--- config.mk ---
export PLATFORM = sky130hd
export DESIGN_NAME = rvfi_order_sequencer
export DESIGN_NICKNAME = d
export VERILOG_FILES = /design/src/rtl/rvfi_order_sequencer.sv
export SDC_FILE = /design/constraint.sdc
export NUM_CORES = 2
export LEC_CHECK = 0
export ABC_AREA = 1
export CORE_ASPECT_RATIO = 0.75
export CORE_MARGIN = 4
export CORE_UTILIZATION = 32
export DETAILED_ROUTE_END_ITERATION = 7
export PLACE_DENSITY_LB_ADDON = 0.12
export SLEW_MARGIN = 10
export SYNTH_ARGS = -nofsm -noshare
export SYNTH_HDL_FRONTEND = slang
export SYNTH_SLANG_ARGS = --single-unit
--- constraint.sdc ---
create_clock -name clk -period 6.05 [get_ports clk]
set_clock_uncertainty 0.05 [all_clocks]
set_input_delay 1.21 -clock clk [delete_from_list [all_inputs] [get_ports clk]]
set_output_delay 1.21 -clock clk [all_outputs]
set_load 0.01 [all_outputs]
--- src/rtl/rvfi_order_sequencer.sv ---
// Reorders RVFI retirements arriving on NRET channels into one in-order stream.
// Defining RISCV_FORMAL_SEQ_TIMEOUT_EN adds a head-stall detector driving err_timeout.
module rvfi_order_sequencer #(
  parameter int NRET    = 2,
  parameter int XLEN    = 32,
  parameter int ORDER_W = 8,
  parameter int DEPTH   = 8,
  parameter int TIMEOUT = 64
) (
  input  logic                    clk,
  input  logic                    resetn,
  input  logic [NRET-1:0]         rvfi_valid,
  input  logic [NRET*ORDER_W-1:0] rvfi_order,
  input  logic [NRET*32-1:0]      rvfi_insn,
  input  logic [NRET-1:0]         rvfi_trap,
  input  logic [NRET*5-1:0]       rvfi_rs1_addr,
  input  logic [NRET*5-1:0]       rvfi_rs2_addr,
  input  logic [NRET*5-1:0]       rvfi_rd,
  input  logic [NRET*XLEN-1:0]    rvfi_rs1_rdata,
  input  logic [NRET*XLEN-1:0]    rvfi_rs2_rdata,
  input  logic [NRET*XLEN-1:0]    rvfi_post_rd,
  output logic                    out_valid,
  output logic [ORDER_W-1:0]      out_order,
  output logic [31:0]             out_insn,
  output logic                    out_trap,
  output logic [4:0]              out_rs1_addr,
  output logic [4:0]              out_rs2_addr,
  output logic [4:0]              out_rd,
  output logic [XLEN-1:0]         out_rs1_rdata,
  output logic [XLEN-1:0]         out_rs2_rdata,
  output logic [XLEN-1:0]         out_post_rd,
  output logic [$clog2(DEPTH):0]  occupancy,
  output logic                    err_window,
  output logic                    err_dup,
  output logic                    err_timeout
);

  localparam int IDX_W = $clog2(DEPTH);
  localparam int OCC_W = IDX_W + 1;
  localparam logic [ORDER_W-1:0] WIN_SIZE = ORDER_W'(DEPTH);

  typedef struct packed {
    logic [31:0]     insn;
    logic            trap;
    logic [4:0]      rs1_addr;
    logic [4:0]      rs2_addr;
    logic [4:0]      rd;
    logic [XLEN-1:0] rs1_rdata;
    logic [XLEN-1:0] rs2_rdata;
    logic [XLEN-1:0] post_rd;
  } entry_t;

  entry_t             slot_data [DEPTH];
  logic [DEPTH-1:0]   slot_valid;
  logic [DEPTH-1:0]   slot_valid_next;
  logic [ORDER_W-1:0] expected;
  entry_t             out_data;
  logic [IDX_W-1:0]   head_idx;
  logic               emit;
  logic [OCC_W-1:0]   occ_next;

  entry_t             in_entry [NRET];
  logic [ORDER_W-1:0] ch_order [NRET];
  logic [IDX_W-1:0]   ch_slot  [NRET];
  logic [NRET-1:0]    in_window;
  logic [NRET-1:0]    same_lower;
  logic [NRET-1:0]    wr_en;
  logic [NRET-1:0]    hit_window_err;
  logic [NRET-1:0]    hit_dup_err;

  // Only entries present before this edge may leave; a same-cycle head write waits a cycle.
  assign head_idx = expected[IDX_W-1:0];
  assign emit     = slot_valid[head_idx];

  always_comb begin
    for (int c = 0; c < NRET; c++) begin
      ch_order[c]           = rvfi_order[c*ORDER_W +: ORDER_W];
      ch_slot[c]            = ch_order[c][IDX_W-1:0];
      in_entry[c].insn      = rvfi_insn[c*32 +: 32];
      in_entry[c].trap      = rvfi_trap[c];
      in_entry[c].rs1_addr  = rvfi_rs1_addr[c*5 +: 5];
      in_entry[c].rs2_addr  = rvfi_rs2_addr[c*5 +: 5];
      in_entry[c].rd        = rvfi_rd[c*5 +: 5];
      in_entry[c].rs1_rdata = rvfi_rs1_rdata[c*XLEN +: XLEN];
      in_entry[c].rs2_rdata = rvfi_rs2_rdata[c*XLEN +: XLEN];
      in_entry[c].post_rd   = rvfi_post_rd[c*XLEN +: XLEN];
    end
  end

  // Modulo distance from the head decides window membership; the lowest channel wins a tie.
  always_comb begin
    in_window      = '0;
    same_lower     = '0;
    wr_en          = '0;
    hit_window_err = '0;
    hit_dup_err    = '0;
    for (int c = 0; c < NRET; c++) begin
      in_window[c] = (ch_order[c] - expected) < WIN_SIZE;
      for (int k = 0; k < c; k++) begin
        if (rvfi_valid[k] && (ch_order[k] == ch_order[c])) begin
          same_lower[c] = 1'b1;
        end
      end
      hit_window_err[c] = rvfi_valid[c] && !in_window[c];
      hit_dup_err[c]    = rvfi_valid[c] &&
                          (same_lower[c] || (in_window[c] && slot_valid[ch_slot[c]]));
      wr_en[c]          = rvfi_valid[c] && in_window[c] && !same_lower[c] &&
                          !slot_valid[ch_slot[c]];
    end
  end

  always_comb begin
    slot_valid_next = slot_valid;
    occ_next        = occupancy;
    if (emit) begin
      slot_valid_next[head_idx] = 1'b0;
      occ_next                  = occ_next - OCC_W'(1);
    end
    for (int c = 0; c < NRET; c++) begin
      if (wr_en[c]) begin
        slot_valid_next[ch_slot[c]] = 1'b1;
        occ_next                    = occ_next + OCC_W'(1);
      end
    end
  end

  always_ff @(posedge clk or negedge resetn) begin
    if (!resetn) begin
      expected   <= '0;
      slot_valid <= '0;
      occupancy  <= '0;
      out_valid  <= 1'b0;
      out_order  <= '0;
      out_data   <= '0;
      err_window <= 1'b0;
      err_dup    <= 1'b0;
    end else begin
      slot_valid <= slot_valid_next;
      occupancy  <= occ_next;
      out_valid  <= emit;
      if (emit) begin
        out_order <= expected;
        out_data  <= slot_data[head_idx];
        expected  <= expected + ORDER_W'(1);
      end
      if (|hit_window_err) err_window <= 1'b1;
      if (|hit_dup_err)    err_dup    <= 1'b1;
    end
  end

  // Payload storage is qualified by slot_valid, so it needs no reset.
  always_ff @(posedge clk) begin
    for (int c = 0; c < NRET; c++) begin
      if (wr_en[c]) begin
        slot_data[ch_slot[c]] <= in_entry[c];
      end
    end
  end

  assign out_insn      = out_data.insn;
  assign out_trap      = out_data.trap;
  assign out_rs1_addr  = out_data.rs1_addr;
  assign out_rs2_addr  = out_data.rs2_addr;
  assign out_rd        = out_data.rd;
  assign out_rs1_rdata = out_data.rs1_rdata;
  assign out_rs2_rdata = out_data.rs2_rdata;
  assign out_post_rd   = out_data.post_rd;

`ifdef RISCV_FORMAL_SEQ_TIMEOUT_EN
  localparam int CNT_W = $clog2(TIMEOUT + 1);
  localparam logic [CNT_W-1:0] TIMEOUT_CNT = CNT_W'(TIMEOUT);

  logic [CNT_W-1:0] stall_cnt;
  logic [CNT_W-1:0] stall_cnt_next;
  logic             err_timeout_q;

  // Counts cycles where entries are buffered but the head is missing; saturates at TIMEOUT.
  always_comb begin
    stall_cnt_next = stall_cnt;
    if (emit || (occupancy == '0)) begin
      stall_cnt_next = '0;
    end else if (stall_cnt != TIMEOUT_CNT) begin
      stall_cnt_next = stall_cnt + CNT_W'(1);
    end
  end

  always_ff @(posedge clk or negedge resetn) begin
    if (!resetn) begin
      stall_cnt     <= '0;
      err_timeout_q <= 1'b0;
    end else begin
      stall_cnt <= stall_cnt_next;
      if (stall_cnt_next == TIMEOUT_CNT) err_timeout_q <= 1'b1;
    end
  end

  assign err_timeout = err_timeout_q;
`else
  // Detector absent: the flag is constant 0 for any legal (positive) TIMEOUT.
  assign err_timeout = (TIMEOUT < 0);
`endif

endmodule

==> flow_metrics.py <==
metrics = {
    "run_status": {
        "outcome": "finished, final reports clean",
    },
    "sta": {
        "slew_violations": 0,
        "setup-tns-final_ns": 0,
        "setup-violations-final": 0,
        "max-slew-margin-rel_pct": 23.32,
        "fin_crit_sh_pct": 73.93,
        "hold_viol_final": 0,
        "setup_ws_ns": 1.577,
        "worst_slew_pin_slew_ns": 1.150,
        "fin_crit_ns": 4.473,
        "fmax_mhz": 223.6,
        "rsz0062_at_grt": "false",
    },
    "yosys": {
        "ys.flop_type": "edfxtp_1",
        "synth_top_area_cell": "edfxtp_1",
        "synth_edf_count": 1152,
        "syn_avg_cell_area_sq_um": 9.294,
        "synth-seq-cells": 1327,
        "post_synth_main_area_contributors": "edfxtp_1 (54%), nand2_1 (9.9%), o21ai_0 (7.4%)",
        "synth_cell_types": 36,
        "synth_most_common_cell": "nand2_1",
        "yosys_warnings": 0,
        "synth_commonest_cells": "nand2_1 (1702), edfxtp_1 (1152), nor2_1 (1035), o21ai_0 (954), o21ai_1 (785)",
        "post_synth_instance_area_sq_um": 64360,
        "syn_inst": 6925,
        "synth_seq_area_share_pct": 60.55,
        "syn-num-nets": 7248,
        "postSynth.asyncResetShare_pct": 13.19,
        "synth_top_cell_area_share_pct": 53.75,
    },
    "finish": {
        "fill_cells": 19830,
        "register_area_sq_um": 38980,
        "finalNetCount": 7340,
        "synthToLayoutAreaGrowth_pct": 17.18,
        "multi_input_area_sq_um": 21390,
        "layout-drive-gt1-share_pct": 5.099,
    },
    "worst_setup_path": {
        "cpMostUsedCell": "nand2_1",
        "critical_path_peak_fanout": 30,
        "max_stage_delay_ns": 0.65,
        "worstPathCellList": "clkdlybuf4s50_1 -> ha_1 -> nand2_1 -> inv_1 -> nand2_1 -> nand2_1 -> nand2_1 -> nand2_1 -> nand2_1 -> nand2_1 -> inv_1 -> nor2_1 -> nand4_1 -> inv_1 -> nand4_1 -> nand2_8 -> buf_4",
        "crit_arrival_ns": 4.87,
        "startpoint_type": "input pin",
        "end_kind": "flop",
        "cp.required_ns": 6.44,
        "critPathKind": "in -> reg",
        "slowest_stage": "clkdlybuf4s50_1",
    },
    "power_and_ir_drop": {
        "vdd_drop_max_mv": 0.4418,
        "p_leak_nw": 29.47,
        "power_w": 0.03058,
        "p_per_area_nw_per_um2": 405.5,
    },
    "routing": {
        "via_per_inst": 5.103,
        "drc": 0,
        "first_pass_iters": 5,
        "routed_wl_um": 228300,
        "final_antenna_net_count": 0,
        "wl_per_cell_um": 23.26,
        "drt_iter0_markers": 4824,
        "vias": 50103,
    },
    "floorplanning": {
        "initial_utilization_pct": 32.20,
        "die_y_um": 396.4,
        "top_level_ports": 468,
        "rows": 142,
        "core_sq_um": 199900,
        "die_x_um": 525.9,
        "die_area_sq_um": 208400,
    },
    "clock_tree": {
        "cts_sinks": 1327,
        "postCtsHoldBufs": 0,
        "clk_pin_slew_ns": 0.06,
        "cts_made_buffers": 148,
        "cts_root_buf": "clkbuf_16",
        "ctsResizeCount": 0,
        "clockBufferDepth": 3,
        "clkLatencyLatePin_ns": 0.79,
        "htreeDepth": 4,
        "cts_setup_buffers": 0,
        "cts_tree": "yes",
    },
    "flow_run": {
        "drv_cap": 0,
    },
    "hold_path": {
        "hold_class": "in -> async",
    },
    "place": {
        "pre_cts_ws_ns": 0.7948,
        "gp_congestion": 0.7989,
        "dpl.hpwl_um": 135300,
        "port_buffers": 466,
    },
    "global_route": {
        "grt_max_degree": 194,
        "grt_pass1_wl_um": 333100,
        "grt_overflow": 0,
        "grt_use_total_pct": 21.33,
        "grt_pass1_vias": 47671,
        "antenna_found_initial": 28,
    },
}
## worst max-delay path: cells and delay by family
| family | cells | cell delay, ns |
|---|---|---|
| simple gates | 11 | 1.65 |
| buf+inv | 5 | 1.52 |
| fa+ha+maj | 1 | 0.43 |
## final timing paths
path / end / start / slack, ns / depth (start not counted)
setup / recovery: slot_data[6][143] / rvfi_order[1] / 1.58 / 17
hold / removal: out_insn[8] / resetn / 0.28 / 1
setup reg to reg: slot_data[6][143] / expected[2] / 2.14 / 16
hold reg to reg: out_post_rd[27] / out_post_rd[27] / 0.43 / 2
max in group asynchronous: out_rs2_rdata[22] / resetn / 4.57 / 2
min in group clk: out_post_rd[27] / out_post_rd[27] / 0.43 / 2
## placed cells by master (no fill, tap or decap), types with 6 or more instances in the layout
master,synthesis,layout
nor2_1,1035,1035
buf_12,0,51
nand3_1,36,36
clkinv_1,0,18
clkbuf_1,267,46
xor2_1,11,11
o21ai_1,785,785
dfrtp_1,175,174
nand2_8,0,8
nand4_1,12,12
diode_2,0,15
o2111ai_1,145,145
o21ai_2,15,15
clkdlybuf4s50_1,0,465
buf_4,2,57
ha_1,15,15
inv_1,205,201
clkbuf_8,0,17
xnor2_1,6,6
a21oi_1,6,6
or2_4,0,8
inv_6,0,7
o21ai_0,954,954
clkbuf_16,0,155
nand2_1,1702,1693
edfxtp_1,1152,1152
clkinv_2,0,20
## metal layers
layer	GRT usage, %	share of wire (%)	up-vias
li1	-	-	23953
met1	31.26	47	24275
met3	3.908	6.3	280
met5	0	0.059	-
met4	5.243	2.1	22
met2	32.57	44	1573
## metrics by stage
step	utilization, %	hold WS (ns)	instances	instance area [sq um]
CTS	37.71	0.2639	9803	75380
global route	37.73	0.2787	9814	75410
finish	37.73	0.2838	9818	75420
detailed placement	35.33	0.4142	9531	70630
global placement	35.33	0.4049	9531	70630
floorplan	-	0.4136	6925	64380
## final cells by class
| type | instances | area share, % |
|---|---|---|
| clock buffer | 218 | 5.682 |
| inverter | 209 | 1.077 |
| clock inverter | 54 | 0.6221 |
| multi-input combinational | 4757 | 28.36 |
| timing repair buffer | 574 | 8.113 |
| sequential | 1327 | 51.68 |
| antenna | 15 | 0.04977 |
| tap | 2664 | 4.420 |
## sequential cells by signal, summed over array words and instances (netlist names)
name and count:
err_dup 1, err_window 1, expected 8, occupancy 4
out_insn 32, out_order 8, out_post_rd 32, out_rd 5
out_rs1_addr 5, out_rs1_rdata 32, out_rs2_addr 5, out_rs2_rdata 32
out_trap 1, out_valid 1, slot_data 1152, slot_valid 8
## where the power goes
group	internal (W)	leakage (nW)	switching, W
clock	0.00514	2.32	0.00390
sequential	0.0107	12.5	0.000412
combinational	0.00326	14.6	0.00715
## cell families (layout without fill, tap and decap cells)
group / after synthesis / after routing / share of synthesized area (%)
buffers and inverters: 841 / 1055 / 6.472
adders and majority gates: 15 / 15 / 0.2916
other: 1 / 16 / 0.005827
xor gates and xnor gates: 17 / 17 / 0.2313
DFF: 1327 / 1327 / 60.55
AOI/OAI and AO/OA: 1916 / 1916 / 15.87
and+or+nand+nor: 2808 / 2808 / 16.58
Note: power is estimated with default switching activity, not from simulation.
